[config.mk]
export PLATFORM = sky130hd
export DESIGN_NAME = reg_wb_ctrl
export DESIGN_NICKNAME = d
export VERILOG_FILES = /design/src/rtl/reg_wb_ctrl.sv
export SDC_FILE = /design/constraint.sdc
export NUM_CORES = 1
export LEC_CHECK = 0
export BUFFER_PORTS_ARGS = -buffer_cell sky130_fd_sc_hd__buf_4
export CAP_MARGIN = 10
export CORE_ASPECT_RATIO = 1.75
export CORE_MARGIN = 2
export CORE_UTILIZATION = 30
export CTS_BUF_LIST = sky130_fd_sc_hd__clkbuf_8
export DETAILED_ROUTE_END_ITERATION = 8
export SETUP_SLACK_MARGIN = 0.15
export SLEW_MARGIN = 20
export SYNTH_ARGS = -nofsm -noshare
export SYNTH_HDL_FRONTEND = slang
export SYNTH_SLANG_ARGS = --single-unit
[constraint.sdc]
create_clock -name clk -period 1.85 [get_ports clk]
set_clock_uncertainty 0.1 [all_clocks]
set_input_delay 0.0925 -clock clk [delete_from_list [all_inputs] [get_ports clk]]
set_output_delay 0.0925 -clock clk [all_outputs]
set_load 0.02 [all_outputs]
[src/rtl/reg_wb_ctrl.sv]
// Register-file write-back arbiter: post-reset clear sweep, ALU priority,
// 2-entry load FIFO with ALU squash. Optional read bypass: REG_WB_BYPASS_EN.
module reg_wb_ctrl #(
  parameter int pw = 2
) (
  input  logic          clk,
  input  logic          rst_n,
  input  logic          alu_valid,
  input  logic [pw-1:0] alu_addr,
  input  logic [7:0]    alu_data,
  input  logic          mem_valid,
  output logic          mem_ready,
  input  logic [pw-1:0] mem_addr,
  input  logic [7:0]    mem_data,
  output logic          wr_en,
  output logic [pw-1:0] wr_addr,
  output logic [7:0]    wr_dat,
  output logic          clr_busy,
  output logic [1:0]    fifo_cnt
`ifdef REG_WB_BYPASS_EN
  ,
  input  logic [pw-1:0] rd_addrA,
  input  logic [pw-1:0] rd_addrB,
  input  logic [7:0]    rf_datA,
  input  logic [7:0]    rf_datB,
  output logic [7:0]    byp_datA,
  output logic [7:0]    byp_datB
`endif
);

  typedef enum logic {
    CLEAR,
    RUN
  } state_t;

  state_t        state;
  logic [pw-1:0] cnt;

  logic          v0, v1;
  logic [pw-1:0] a0, a1;
  logic [7:0]    d0, d1;

  logic          k0, k1;
  logic          nv0, nv1;
  logic [pw-1:0] na0, na1;
  logic [7:0]    nd0, nd1;
  logic          push_ok;

  assign clr_busy  = (state == CLEAR);
  assign mem_ready = (state == RUN) && !(v0 && v1);
  assign fifo_cnt  = {v0 & v1, v0 ^ v1};

  // Entry 0 is always the head; a valid entry 1 implies a valid entry 0.
  // Survivors of squash/pop are compacted toward entry 0, then the push lands.
  always_comb begin
    k0 = v0 && !(alu_valid ? (a0 == alu_addr) : 1'b1);
    k1 = v1 && !(alu_valid && (a1 == alu_addr));
    push_ok = mem_valid && mem_ready
              && !(alu_valid && (mem_addr == alu_addr));
    nv0 = k0 | k1;
    na0 = k0 ? a0 : a1;
    nd0 = k0 ? d0 : d1;
    nv1 = k0 & k1;
    na1 = a1;
    nd1 = d1;
    if (push_ok) begin
      if (!nv0) begin
        nv0 = 1'b1;
        na0 = mem_addr;
        nd0 = mem_data;
      end else begin
        nv1 = 1'b1;
        na1 = mem_addr;
        nd1 = mem_data;
      end
    end
  end

  always_ff @(posedge clk) begin
    if (!rst_n) begin
      state   <= CLEAR;
      cnt     <= '0;
      wr_en   <= 1'b0;
      wr_addr <= '0;
      wr_dat  <= 8'h00;
      v0      <= 1'b0;
      v1      <= 1'b0;
      a0      <= '0;
      a1      <= '0;
      d0      <= 8'h00;
      d1      <= 8'h00;
    end else begin
      unique case (state)
        CLEAR: begin
          wr_en   <= 1'b1;
          wr_addr <= cnt;
          wr_dat  <= 8'h00;
          cnt     <= cnt + pw'(1);
          if (cnt == {pw{1'b1}}) state <= RUN;
        end
        RUN: begin
          v0 <= nv0;
          v1 <= nv1;
          a0 <= na0;
          a1 <= na1;
          d0 <= nd0;
          d1 <= nd1;
          if (alu_valid) begin
            wr_en   <= 1'b1;
            wr_addr <= alu_addr;
            wr_dat  <= alu_data;
          end else if (v0) begin
            wr_en   <= 1'b1;
            wr_addr <= a0;
            wr_dat  <= d0;
          end else begin
            wr_en   <= 1'b0;
          end
        end
        default: state <= CLEAR;
      endcase
    end
  end

`ifdef REG_WB_BYPASS_EN
  assign byp_datA = (wr_en && wr_addr == rd_addrA) ? wr_dat : rf_datA;
  assign byp_datB = (wr_en && wr_addr == rd_addrB) ? wr_dat : rf_datB;
`endif

endmodule

After elaboration in Yosys (flattened, before gate mapping). Cells that the tools add are included. W data, S select, Z words.

Bits in registers: 36. Latch bits: 0. Memory bits (writable): 0. ROM bits: 0. Input bits: 24. Output and inout bits: 15. Logic and storage cells: 56. Memories: 0.

$add $sub $neg: 1. Multiply operators: 0. Div/mod/pow operators: 0. Magnitude comparators: 0. Equal/unequal tests: 5. Shift operators: 0. Mux-type cells: 21. Bitwise gates (word level): 5. Reductions and logical operators: 13.

Operators with widths (number): $mux W8 (5); $pmux W8 S2 (1); $mux W2 (5); $logic_and A1 B1 Y1 (8); $mux W1 (8); $eq A2 B2 Y1 (3); $logic_not A1 Y1 (4); $pmux W2 S2 (1); $ne A3 B2 Y1 const B (1); $reduce_and A3 Y1 (1); $add A2 B1 Y2 const B (1); $and A1 B1 Y1 (2); $eq A2 B2 Y1 const B (1); $pmux W1 S2 (1); $not A1 Y1 (1); $or A1 B1 Y1 (1); $xor A1 B1 Y1 (1).

Longest topological paths before layout.
Word-level depth: 7. Depth in mapped cells: 8.

Least setup slack after synthesis. Ideal clock, no wire load.

Kind: reg2reg. Start point: reg v0. End point: reg a1[0]. Setup time: 0.116 ns. Arrival: 1.558 ns. Required time: 1.634 ns. Path slack: 0.076 ns. Cell stages (with the launch flop): 7. Clock period less this slack: 1.774 ns. Cell sequence: dfxtp_1 ha_1 a311oi_1 o211ai_1 buf_4 mux2i_1 nor2b_1.

Longest elaborated chain between the ends: 6. Elaborated cells between the ends (all ways): 8. Classes of those cells: bitwise: 1; reduce/logical: 7.

Ends and longest elaborated chain: start, declared (line 39) `logic v0, v1;`; start signal, assigned (line 102) `v0 <= nv0;`; $logic_and A1 B1 Y1 (line 50) `assign mem_ready = (state == RUN) && !(v0 && v1);`; $logic_not A1 Y1 (line 50); $logic_and A1 B1 Y1 (line 50); $logic_and A1 B1 Y1 (line 58) `push_ok = mem_valid && mem_ready`; $logic_and A1 B1 Y1 (line 59) `&& !(alu_valid && (mem_addr == alu_addr));`; $reduce_and A3 Y1 (no source line) *; end signal, assigned (line 105) `a1 <= na1;`; end, declared (line 40) `logic [pw-1:0] a0, a1;`.

Every way passes the cells marked *; elsewhere a longest branch is shown, timed or not. A chain may end at the register's enable or synchronous reset.

Worst setup path after layout.
Start point: reg a1[0]. End point: reg d0[1].

Longest elaborated chain between the ends: 7.

Ends and longest elaborated chain: $eq A2 B2 Y1 (line 57) `k1 = v1 && !(alu_valid && (a1 == alu_addr));`; $logic_and A1 B1 Y1 (line 57); $logic_not A1 Y1 (line 57); $logic_and A1 B1 Y1 (line 57); $or A1 B1 Y1 (line 60) `nv0 = k0 | k1;`; $mux W8 (line 67) `if (!nv0) begin`; $mux W8 (line 66) `if (push_ok) begin`; end signal, assigned (line 106) `d0 <= nd0;`; end, declared (line 41) `logic [7:0] d0, d1;`.

Every way passes these cells.

==> results.yml <==
run:
  drv_cap: 0
logic_synthesis:
  ys_seq_area_share_pct: 43.24
  syn_area_um2: 1667
  synth_edf_count: 0
  yosysTopAreaCellShare_pct: 43.24
  syn_inst: 179
  synth_cell_types: 32
  synth_most_common_cell: "dfxtp_1"
  async_reset_ff_share_pct: 0
  yosys-top-cells-area: "dfxtp_1 (43%), mux2i_1 (14%), nor2b_1 (5.3%)"
  synthesis.nets: 205
  synthTopCellsByCount: "dfxtp_1 (36), mux2i_1 (24), nor2_1 (19)"
  ys.flop_type: "dfxtp_1"
  yosysWarnings: 0
  synth-seq-cells: 36
  syn_area_per_cell_um2: 9.311
  synth_top_area_cell: "dfxtp_1"
routing:
  via_count: 1529
  drt_wl_total_mm: 4.344
  vias_per_cell: 4.778
  drtAntennaViolNets: 0
  drt-initial-drc-count: 41
  wire_per_inst_um: 13.58
  dr.pass1.iters: 4
  drc: 0
sta:
  hold_viol_final: 0
  period_needed_ns: 1.676
  holdWs_ns: 0.007092
  grt_setup_unrepaired: "true"
  min_period_over_period_pct: 90.58
  slew_viol_final: 0
  slew_headroom_pct: 75.34
  fmax_mhz: 596.8
  finalSetupTns_ns: 0
  setup_viol: 0
  worst_slew_pin_slew_ns: 0.3690
setup_path:
  required_ns: 1.98
  criticalPathCategory: "flop to flop"
  critPathCaptureType: "flop"
  critPathArrivalTime_ns: 1.80
  start_kind: "flop"
  cp_max_fo: 8
pwr:
  vdd_drop_max_mv: 0.3592
  p_sw_mw: 0.4716
  total_leakage_power_nw: 1.011
  power_mw: 1.838
  pwr-share-comb_pct: 18.2
  swShare_pct: 25.66
  p_int_mw: 1.366
  seq_power_share_pct: 44.7
  powerDensity_nw_per_um2: 725.0
  pwr-share-clk_pct: 37.0
final_layout:
  diodes: 0
  syn2layout_area_growth_pct: 52.10
  drive_above_1_share_pct: 34.55
  nets: 271
  finalInstanceArea_um2: 2535
  fin_util_pct: 47.84
die:
  die_y_um: 102.6
  floorplan.initialDensity_pct: 31.45
  dieWidth_um: 60.34
  coreArea_um2: 5299
  dieArea_um2: 6191
  ios: 39
  rows: 35
global_routing:
  grt_remaining_overflow: 0
  grt_pass1_wl_mm: 7.003
  antenna_found_initial: 0
  grt_max_degree: 32
  grt_usage_pct: 15.28
  grt_pass1_vias: 1495
placed_design:
  placed_area_um2: 2067
  port_buffers: 38
  place_hpwl_mm: 2.945
  place.gp.congestion: 0.8004
clocking:
  ctsLongestPathBuffers: 2
  cts_tree: "yes"
  numCtsBuffers: 5
  cts-root-buf: "clkbuf_8"
  clk_latency_ns: 0.29
  h-tree-depth: 2
  clk_pin_slew_ns: 0.08
  cts_num_sinks: 36
worst_hold_path:
  hp-class: "input port to flop"
outcome:
  outcome: "complete, no violations"
## path summary, 6_finish.rpt
check | startpoint | endpoint | slack [ns] | cells past startpoint
setup / recovery | a1[0] | d0[1] | 0.17 | 7
hold / removal | mem_addr[0] | a1[0] | 0.007 | 3
setup reg to reg | a1[0] | d0[1] | 0.17 | 7
hold reg to reg | d0[4] | d0[4] | 0.35 | 2
## worst max-delay path: stages, from the launching register on
cell and delay, ns:
dfxtp_4 0.37, xnor2_4 0.20, a31oi_4 0.12, buf_4 0.18, nor4_4 0.21, buf_6 0.19, a22oi_2 0.09, a21boi_1 0.14
## metrics by stage
| stage | instances | setup slack [ns] |
|---|---|---|
| finish | 320 | 0.1743 |
| global route | 320 | 0.06728 |
| CTS | 318 | 0.1524 |
| detailed placement | 288 | 0.01523 |
| global placement | 288 | 0.02726 |
| floorplan | 179 | 0.1705 |
## cells in the final DEF (no fill, tap or decap), drive strengths merged, types with 3 or more instances in the layout
| cell type | count |
|---|---|
| a21oi | 12 |
| mux2i | 24 |
| inv | 4 |
| a21boi | 8 |
| buf | 53 |
| nor2b | 14 |
| clkbuf | 5 |
| dlygate4sd3 | 17 |
| nor3 | 3 |
| dfxtp | 36 |
| nand2 | 11 |
| o21ai | 5 |
| nor2 | 19 |
| xnor2 | 4 |
| a22oi | 8 |
## final cells by class
cell class / instances / area [um2]
fill: 515 / 2764
multi-input combinational: 129 / 1017
sequential: 36 / 730.7
timing repair buffer: 70 / 575.6
tap: 74 / 92.59
clock buffer: 5 / 68.82
clock inverter: 3 / 38.79
inverter: 3 / 11.26
## timing repair
item	4_1_cts	5_1_grt
hold endpoints to repair	17	0
pin swaps	8	10
setup buffers	5	2
gates resized for setup	13	14
endpoints found under the setup margin	18	19
hold buffers	17	0
## kinds of logic (layout without fill, tap and decap cells)
family | Yosys count | in the layout | share of synthesized area (%)
flops | 36 | 36 | 43.24
xor+xnor | 6 | 6 | 3.153
compound gates | 44 | 44 | 18.32
fa+ha+maj | 2 | 2 | 1.501
simple gates | 53 | 53 | 15.92
buf+inv | 14 | 81 | 3.454
mux | 24 | 24 | 14.41
## registers in the layout, indices dropped and copies added (netlist names), 2 cells and up
name     cells
a0           2
d1           8
cnt          2
wr_addr      2
d0           8
wr_dat       8
a1           2
## per-layer routing
layer | track usage (%) | routed length (um) | vias to the layer above
met4 | 8.547 | 135 | 0
met2 | 26.67 | 2324 | 41
met5 | 0 | 0 | -
met1 | 16.69 | 1709 | 712
met3 | 3.011 | 174 | 12
li1 | - | - | 764
## power by group through the flow
stage	sequential [mW]	combinational, mW	clock [mW]
after floorplan	0.846	0.155	0
after global placement	0.839	0.276	0
after detailed placement	0.840	0.275	0
after CTS	0.822	0.321	0.699
after global routing	0.825	0.366	0.728
final	0.822	0.335	0.681
No activity file was read; power rests on OpenSTA's default activity.
